**config.mk**
```make
export PLATFORM = sky130hd
export DESIGN_NAME = alu_cmd_sequencer
export DESIGN_NICKNAME = d
export VERILOG_FILES = /design/src/rtl/alu_pkg.sv /design/src/rtl/alu_op_latency.sv /design/src/rtl/alu_cmd_sequencer.sv
export SDC_FILE = /design/constraint.sdc
export NUM_CORES = 1
export LEC_CHECK = 0
export CORE_MARGIN = 2
export CORE_UTILIZATION = 40
export CTS_CLUSTER_SIZE = 28
export DETAILED_ROUTE_END_ITERATION = 8
export PLACE_DENSITY = 0.77
export SYNTH_ARGS = -nofsm -noshare
export SYNTH_HDL_FRONTEND = slang
export SYNTH_SLANG_ARGS = --single-unit
```
**constraint.sdc**
```tcl
create_clock -name clk -period 2.8 [get_ports clk]
set_input_delay 0.42 -clock clk [delete_from_list [all_inputs] [get_ports clk]]
set_output_delay 0.42 -clock clk [all_outputs]
set_load 0.005 [all_outputs]
```
**src/rtl/alu_pkg.sv**
```systemverilog
// alu_pkg: definitions shared by the ALU command sequencer and its bench.
//   - Opcode encodings for the 16-bit ALU (0x0-0xA legal, 0xB-0xF illegal).
//   - Default latencies, in clock edges from accept to result capture.
//   - Sequencer state encoding.
package alu_pkg;

    localparam logic [3:0] OP_AND  = 4'h0;
    localparam logic [3:0] OP_OR   = 4'h1;
    localparam logic [3:0] OP_XOR  = 4'h2;
    localparam logic [3:0] OP_ASHR = 4'h3;
    localparam logic [3:0] OP_SHR  = 4'h4;
    localparam logic [3:0] OP_SHL  = 4'h5;
    localparam logic [3:0] OP_ADD  = 4'h6;
    localparam logic [3:0] OP_SUB  = 4'h7;
    localparam logic [3:0] OP_MUL  = 4'h8;
    localparam logic [3:0] OP_DIV  = 4'h9;
    localparam logic [3:0] OP_REM  = 4'hA;
    localparam logic [3:0] OP_MAX  = 4'hA;

    localparam int LAT_REG_DEF  = 2;
    localparam int LAT_COMB_DEF = 1;
    localparam int LAT_MUL_DEF  = 18;
    localparam int LAT_DIV_DEF  = 18;
    localparam int CNT_W_DEF    = 5;

    typedef enum logic [1:0] {
        IDLE = 2'd0,
        WAIT = 2'd1,
        DONE = 2'd2
    } seq_state_t;

endpackage

```
**src/rtl/alu_op_latency.sv**
```systemverilog
// alu_op_latency: combinational opcode -> latency lookup.
// Ports:
//   op_i       [3:0]        ALU opcode
//   lat_o      [CNT_W-1:0]  edges from accept to result capture
//   illegal_o               opcode outside 0x0-0xA (latency reported as 1)
module alu_op_latency
    import alu_pkg::*;
#(
    parameter int LAT_REG  = LAT_REG_DEF,
    parameter int LAT_COMB = LAT_COMB_DEF,
    parameter int LAT_MUL  = LAT_MUL_DEF,
    parameter int LAT_DIV  = LAT_DIV_DEF,
    parameter int CNT_W    = CNT_W_DEF
) (
    input  logic [3:0]       op_i,
    output logic [CNT_W-1:0] lat_o,
    output logic             illegal_o
);

    always_comb begin
        lat_o     = CNT_W'(1);
        illegal_o = 1'b0;
        if (op_i <= OP_SHL) begin
            lat_o = CNT_W'(LAT_REG);
        end else if (op_i <= OP_SUB) begin
            lat_o = CNT_W'(LAT_COMB);
        end else if (op_i == OP_MUL) begin
            lat_o = CNT_W'(LAT_MUL);
        end else if (op_i <= OP_MAX) begin
            lat_o = CNT_W'(LAT_DIV);
        end else begin
            illegal_o = 1'b1;
        end
    end

endmodule

```
**src/rtl/alu_cmd_sequencer.sv**
```systemverilog
// alu_cmd_sequencer: issues one ALU command at a time and returns its result.
// Ports:
//   clk, rst                   clock (rising edge), async active-high reset
//   cmd_valid/cmd_ready        command handshake; cmd_op/cmd_a/cmd_b payload
//   alu_a/alu_b/alu_sel        ALU inputs, held from accept through response
//   alu_result                 ALU output, captured after the opcode latency
//   rsp_valid/rsp_ready        response handshake; rsp_result/zero/err payload
//   dbg_state                  current FSM state (IDLE/WAIT/DONE encoding)
// Handshakes: a transfer happens on a rising edge where valid and ready are
// both high. valid holds with its payload stable until that edge; ready may
// be low at any time. cmd_valid seen while cmd_ready is low is ignored.
module alu_cmd_sequencer
    import alu_pkg::*;
#(
    parameter int LAT_REG  = LAT_REG_DEF,
    parameter int LAT_COMB = LAT_COMB_DEF,
    parameter int LAT_MUL  = LAT_MUL_DEF,
    parameter int LAT_DIV  = LAT_DIV_DEF,
    parameter int CNT_W    = CNT_W_DEF
) (
    input  logic        clk,
    input  logic        rst,
    input  logic        cmd_valid,
    output logic        cmd_ready,
    input  logic [3:0]  cmd_op,
    input  logic [15:0] cmd_a,
    input  logic [15:0] cmd_b,
    output logic [15:0] alu_a,
    output logic [15:0] alu_b,
    output logic [3:0]  alu_sel,
    input  logic [15:0] alu_result,
    output logic        rsp_valid,
    input  logic        rsp_ready,
    output logic [15:0] rsp_result,
    output logic        rsp_zero,
    output logic        rsp_err,
    output logic [1:0]  dbg_state
);

    seq_state_t       state_q, state_d;
    logic [CNT_W-1:0] cnt_q, cnt_d;
    logic             cmd_ready_q, cmd_ready_d;
    logic             rsp_valid_q, rsp_valid_d;
    logic [15:0]      rsp_result_q, rsp_result_d;
    logic             rsp_zero_q, rsp_zero_d;
    logic             rsp_err_q, rsp_err_d;
    logic [15:0]      alu_a_q, alu_a_d;
    logic [15:0]      alu_b_q, alu_b_d;
    logic [3:0]       alu_sel_q, alu_sel_d;

    logic [CNT_W-1:0] op_lat;
    logic             op_illegal;

    alu_op_latency #(
        .LAT_REG  (LAT_REG),
        .LAT_COMB (LAT_COMB),
        .LAT_MUL  (LAT_MUL),
        .LAT_DIV  (LAT_DIV),
        .CNT_W    (CNT_W)
    ) u_lat (
        .op_i      (cmd_op),
        .lat_o     (op_lat),
        .illegal_o (op_illegal)
    );

    always_ff @(posedge clk or posedge rst) begin
        if (rst) begin
            state_q      <= IDLE;
            cnt_q        <= '0;
            cmd_ready_q  <= 1'b0;
            rsp_valid_q  <= 1'b0;
            rsp_result_q <= '0;
            rsp_zero_q   <= 1'b0;
            rsp_err_q    <= 1'b0;
            alu_a_q      <= '0;
            alu_b_q      <= '0;
            alu_sel_q    <= '0;
        end else begin
            state_q      <= state_d;
            cnt_q        <= cnt_d;
            cmd_ready_q  <= cmd_ready_d;
            rsp_valid_q  <= rsp_valid_d;
            rsp_result_q <= rsp_result_d;
            rsp_zero_q   <= rsp_zero_d;
            rsp_err_q    <= rsp_err_d;
            alu_a_q      <= alu_a_d;
            alu_b_q      <= alu_b_d;
            alu_sel_q    <= alu_sel_d;
        end
    end

    always_comb begin
        state_d      = state_q;
        cnt_d        = cnt_q;
        cmd_ready_d  = cmd_ready_q;
        rsp_valid_d  = rsp_valid_q;
        rsp_result_d = rsp_result_q;
        rsp_zero_d   = rsp_zero_q;
        rsp_err_d    = rsp_err_q;
        alu_a_d      = alu_a_q;
        alu_b_d      = alu_b_q;
        alu_sel_d    = alu_sel_q;
        unique case (state_q)
            IDLE: begin
                // Ready rises one edge after reset release and is dropped on accept.
                cmd_ready_d = 1'b1;
                if (cmd_valid && cmd_ready_q) begin
                    alu_a_d     = cmd_a;
                    alu_b_d     = cmd_b;
                    alu_sel_d   = cmd_op;
                    cnt_d       = op_lat - CNT_W'(1);
                    cmd_ready_d = 1'b0;
                    if (op_illegal) begin
                        // Error payload is settled now; rsp_valid follows one edge
                        // later so the error path has the same timing as lat=1.
                        rsp_result_d = '0;
                        rsp_zero_d   = 1'b1;
                        rsp_err_d    = 1'b1;
                        state_d      = DONE;
                    end else begin
                        state_d = WAIT;
                    end
                end
            end
            WAIT: begin
                if (cnt_q == '0) begin
                    rsp_result_d = alu_result;
                    rsp_zero_d   = (alu_result == 16'h0000);
                    rsp_err_d    = 1'b0;
                    rsp_valid_d  = 1'b1;
                    state_d      = DONE;
                end else begin
                    cnt_d = cnt_q - CNT_W'(1);
                end
            end
            DONE: begin
                // DONE with rsp_valid low only occurs on the illegal-op path.
                if (!rsp_valid_q) begin
                    rsp_valid_d = 1'b1;
                end else if (rsp_ready) begin
                    rsp_valid_d = 1'b0;
                    cmd_ready_d = 1'b1;
                    state_d     = IDLE;
                end
            end
            default: begin
                state_d = IDLE;
            end
        endcase
    end

    assign cmd_ready  = cmd_ready_q;
    assign rsp_valid  = rsp_valid_q;
    assign rsp_result = rsp_result_q;
    assign rsp_zero   = rsp_zero_q;
    assign rsp_err    = rsp_err_q;
    assign alu_a      = alu_a_q;
    assign alu_b      = alu_b_q;
    assign alu_sel    = alu_sel_q;
    assign dbg_state  = state_q;

endmodule
```
==> results of run 1 <==
## through the flow
stage / area (um2) / utilization [%] / setup slack (ps) / hold slack [ps]
finish: 4030 / 63.5 / 549 / 466
global route: 4030 / 63.5 / 287 / 498
CTS: 4030 / 63.5 / 555 / 481
detailed placement: 3810 / 60.1 / 345 / 465
global placement: 3810 / 60.1 / 423 / 456
floorplan: 2620 / - / 799 / 470
## path summary, 6_finish.rpt
path                              end         start  slack, ps  cells after the start
setup / recovery             cnt_q[4]  dbg_state[0]        550                      7
hold / removal               alu_a[2]           rst        470                      2
setup reg to reg             cnt_q[4]  dbg_state[0]        550                      7
hold reg to reg            alu_sel[3]    alu_sel[3]        470                      2
max in group asynchronous    alu_b[5]           rst       1650                      3
min in group clk           alu_sel[3]    alu_sel[3]        470                      2
## synth_stat cells (all sizes together) (3+ instances only)
library cell	number
nor3	3
buf	10
clkbuf	3
and3	3
a21oi	8
a22o	16
o21ai	5
nand2	114
dfrtp	63
nor2	6
nor4	4
## report_power, final
part           internal, mW  switching, mW
logic                  1.01          0.718
registers              1.30          0.250
clock network         0.504          0.331
total                  2.81           1.30
## state kept, by name (all words and copies together) (netlist names)
signal / flops
alu_a: 16
alu_b: 16
alu_sel: 4
cmd_ready: 1
cnt_q: 5
dbg_state: 2
rsp_err: 1
rsp_result: 16
rsp_valid: 1
rsp_zero: 1
## logic make-up after synthesis
kind of cell    Yosys count  share of synthesized area, %
simple gates            140                          22.7
flops                    63                          60.2
compound gates           41                          12.8
buf+inv                  15                          3.39
mux                       1                         0.430
fa+ha+maj                 1                         0.478
## worst reg2reg max path, cell delays in order, from the launching register on
cell     delay (ps)
dfrtp_1         550
nor2b_1         490
a221o_1         210
o21ai_0         110
ha_1            280
o21a_1          130
o22a_1          170
o211a_1         200
## metal layers
| layer | GRT usage [%] | share of wire (%) |
|---|---|---|
| met5 | 0 | 0 |
| met4 | 6.64 | 2.1 |
| met3 | 5.16 | 6.0 |
| met2 | 28.6 | 48 |
| met1 | 26.2 | 44 |
## cell type report
class	count	area share, %
clock buffers	13	4.44
clock inverters	2	0.931
inverters	2	0.186
multi-input cells	183	23.8
flip-flops and latches	63	39.1
well taps	77	2.39
repair buffers	119	29.2
## layout by cell type, fill, tap and decap left out, types with 2 or more instances in the layout
cell type        instances
nor2_1                   5
clkdlybuf4s50_1        113
a22o_2                   6
nand2_1                114
buf_4                    6
and3_1                   3
dfrtp_1                 63
nor2b_1                  2
a22o_1                  10
nor4_1                   4
o21ai_0                  4
clkbuf_8                13
a21oi_1                  7
==> run metrics, run 1 <==
Clock Sinks=63; # port buffers=113; post-DP HPWL=4850 um; setup bufs post-CTS=0; multi-input logic area=957 um2; Largest stage delay, worst path=550 ps; initial antenna violation count=0; post-route DRC violation count=0; Post-Synthesis Cell Area=2620 um2; std cell rows=29; crit path launch type=flop; Tcrit/Tclk final=80.4%; Register Area=1580 um2; setup_tns=0 ps; maxcap violations=0; Top delay family on crit path=compound AO/OA/AOI/OAI gates; vias=2272; Worst path slowest cell=dfrtp_1; syn avg cell area=10.0 um2; PD cells=1020 nW/um2; share of cells above drive strength 1=10.5%; final hold violations=0; clock latency on the worst-skew pair=330 ps; number of CTS-inserted buffers=9; Fillers=528; Synth Register Bits=63; largest net degree at the start of global routing=29; crit path kind=flop to flop; post-synthesis sequential area ratio=60.2%; P_leak=1.89 nW; CTS HTree Levels=3; final slew viol count=0; GR Util All Layers=18.8%; share of synthesized flip-flops with an asynchronous set or reset=100%; relative slew slack=49.2%; n_diodes=0; WL per Instance=14.2 um; DIE HEIGHT=84.9 um; Worst-path clk slew=70 ps; chip width=84.9 um; Top FF cell, synth=dfrtp_1; PnR Total Power=4.11 mW; EDFF count, synth=0; syn nets=318; Max Buffers Root-to-Sink=2; DRT antenna net count=0; setup violators final=0; maximum clock frequency=0.444 GHz; starting density of the core=41.2%; RSZ-0062 raised after global routing=no; Max VDD drop=0.554 mV; TritonCTS clock tree=yes; die area=7210 um2; top-level port count=114; worst min path class=input pin to asynchronous set/reset pin; dpl cells=444; P&R area growth vs syn=54.0%; post-cts sizing count=0; Final GP Congestion=0.801; top cells by area, synth=dfrtp_1, nand2_1, a22o_1; Synth top area share=60.2%; Tmin final=2250 ps; post-synthesis cell count=261; Critical Path, Cell by Cell=nor2b_1 -> a221o_1 -> o21ai_0 -> ha_1 -> o21a_1 -> o22a_1 -> o211a_1; first-pass GRT wire length=10800 um; Vias per Instance=4.95; Layout Nets=435; core area=6350 um2; number of global-route vias before repair=2197; drt first pass iters=4; fin cells=459; cell taking the most area after synthesis=dfrtp_1; total gr overflow=0; drt total wl=6520 um; Final Skew=7.53 ps; worst-margin pin slew=762 ps; CP max FO=11; Worst Path Arrival=2470 ps; status=finished, final reports clean; CTS root buf=clkbuf_8; distinct cell type count of the synthesized netlist=43; Initial DRC Count=63; Buffers & Inverters on Critical Path=0; hold buffers post-CTS=0; Worst Setup End Kind=flop; yosys warns=0; Required @ worst endpoint=3020 ps
(Power assumes the default switching activity.)
==> run 2: changes to the inputs <==
==> constraint.sdc (replaced) <==
create_clock -name clk -period 2.2 [get_ports clk]
set_input_delay 0.33 -clock clk [delete_from_list [all_inputs] [get_ports clk]]
set_output_delay 0.33 -clock clk [all_outputs]
set_load 0.005 [all_outputs]
==> run metrics, run 2 (synthesis results as in run 1) <==
status=finished, final reports clean; setup bufs post-CTS=0 (unchanged); std cell rows=29 (unchanged); final hold violations=0 (unchanged); DIE HEIGHT=84.9 um (unchanged); WL per Instance=14.2 um (-0.24%); crit path launch type=input pin; dpl cells=451 (+1.6%); maxcap violations=0 (unchanged); CTS root buf=clkbuf_8; hold buffers post-CTS=0 (unchanged); post-route DRC violation count=0 (unchanged); GR Util All Layers=19.2% (+0.38 points); switching portion of total power=31.7% (+0.11 points); worst r2r src=dbg_state[1]; TritonCTS clock tree=yes; Worst R2R End=cnt_q[4]; initial antenna violation count=0 (unchanged); fin cells=464 (+1.1%); CTS HTree Levels=3 (unchanged); PD cells=1280 nW/um2 (+26%); commonest non-fill, non-tap cells in the layout=nand2_1, clkdlybuf4s50_1, dfrtp_1; CP max FO=4 (-7); Placed Area=3880 um2 (+1.7%); worst-margin pin slew=517 ps (-245 ps); Worst Setup End Kind=flop; vias=2259 (-0.57%); internal power=3.55 mW (+27%); post-cts sizing count=0 (unchanged); P&R area growth vs syn=55.3%; P_leak=1.91 nW (+1.3%); maximum clock frequency=0.513 GHz; top-level port count=114 (unchanged); fin area=4060 um2 (+0.84%); number of CTS-inserted buffers=9 (unchanged); Required @ worst endpoint=2410 ps (-610 ps); Register Area=1580 um2 (unchanged); final slew viol count=0 (unchanged); Worst Path Arrival=2160 ps (-310 ps); Initial DRC Count=101 (+60%); n_diodes=0 (unchanged); largest net degree at the start of global routing=46 (+59%); drt total wl=6570 um (+0.84%); FF-to-FF setup slack=290 ps (-260 ps); RSZ-0062 raised after global routing=no; Clock Sinks=63 (unchanged); Comb power frac=43.9% (+1.9 points); multi-input logic area=957 um2 (unchanged); total gr overflow=0 (unchanged); worst min path class=input pin to asynchronous set/reset pin; crit path kind=input pin to flop; Clk pwr share=18.5% (-1.8 points); Fillers=527 (-0.19%); Reg2Reg Depth=7 (unchanged); core area=6350 um2 (unchanged); share of cells above drive strength 1=11.4% (+0.90 points); Seq pwr share=37.6% (about the same); # port buffers=113 (unchanged); relative slew slack=65.6% (+16 points); first-pass GRT wire length=10900 um (+1.4%); chip width=84.9 um (unchanged); setup_tns=0 ps (unchanged); setup violators final=0 (unchanged); post-DP HPWL=4780 um (-1.5%); Worst-path clk slew=60 ps (about the same); Tcrit/Tclk final=88.6%; Max VDD drop=0.655 mV (+18%); PnR Total Power=5.21 mW (+27%); drt first pass iters=4 (unchanged); Final Skew=7.52 ps (-0.0132 ps); Layout Nets=442 (+1.6%); DRT antenna net count=0 (unchanged); clock latency on the worst-skew pair=330 ps (about the same); number of global-route vias before repair=2209 (+0.55%); commonest non-fill, non-tap cell in the layout=nand2_1; die area=7210 um2 (unchanged); starting density of the core=41.2% (unchanged); Psw=1.65 mW (+27%); Vias per Instance=4.87 (-1.6%); Tmin final=1950 ps; Final GP Congestion=0.851 (+6.2%); Max Buffers Root-to-Sink=2 (unchanged)
run 2: how the worst max path moves through the flow:
stage | start | endpoint | slack, ps | cells after the start
6_report | cmd_op[3] | cnt_q[4] | 250 | 8
5_1_grt | dbg_state[1] | cnt_q[4] | 170 | 7
4_1_cts | cmd_op[3] | cnt_q[4] | 270 | 8
3_5_place_dp | cmd_op[3] | cnt_q[4] | -70 | 8
3_3_place_gp | cmd_op[3] | cnt_q[4] | -20 | 8
2_1_floorplan | dbg_state[0] | cnt_q[4] | 200 | 9
run 2: layout make-up:
class / count / share of cell area [%]
inverters: 2 / 0.185
multi-input cells: 183 / 23.6
well taps: 77 / 2.37
flip-flops and latches: 63 / 38.8
clock buffers: 12 / 3.82
clock inverters: 1 / 0.739
repair buffers: 126 / 30.5
run 2: worst max-delay path, stage by stage:
cell and delay [ps]:
clkdlybuf4s50_1 460, a21o_1 200, a221o_1 300, a21boi_0 130, ha_1 230, o21a_1 120, o22a_1 170, o211a_1 200
run 2: per-layer routing:
metal / vias up / GRT usage (%) / wire length (um) / part of all wire (%)
met5: - / 0 / 0 / 0
met4: 0 / 4.76 / 76 / 1.2
met3: 10 / 5.74 / 407 / 6.2
met2: 66 / 30.8 / 3230 / 49
met1: 1066 / 25.9 / 2860 / 44
li1: 1117 / - / - / -
run 2: through the flow:
step           utilization, %  hold slack [ps]  setup slack, ps
3_5_place_dp             61.1              461            -69.4
2_1_floorplan               -              435              199
6_report                 64.0              302              252
3_3_place_gp             61.1              456            -15.4
5_1_grt                  64.0              318              169
4_1_cts                  64.0              311              267
run 2: power by group through the flow:
stage | clock [mW] | combinational (mW) | sequential, mW
global placement | 0 | 2.27 | 1.95
floorplan | 0 | 0.994 | 1.98
CTS | 0.991 | 2.32 | 1.96
detailed placement | 0 | 2.31 | 1.97
global route | 1.05 | 2.51 | 2.02
finish | 0.965 | 2.28 | 1.96
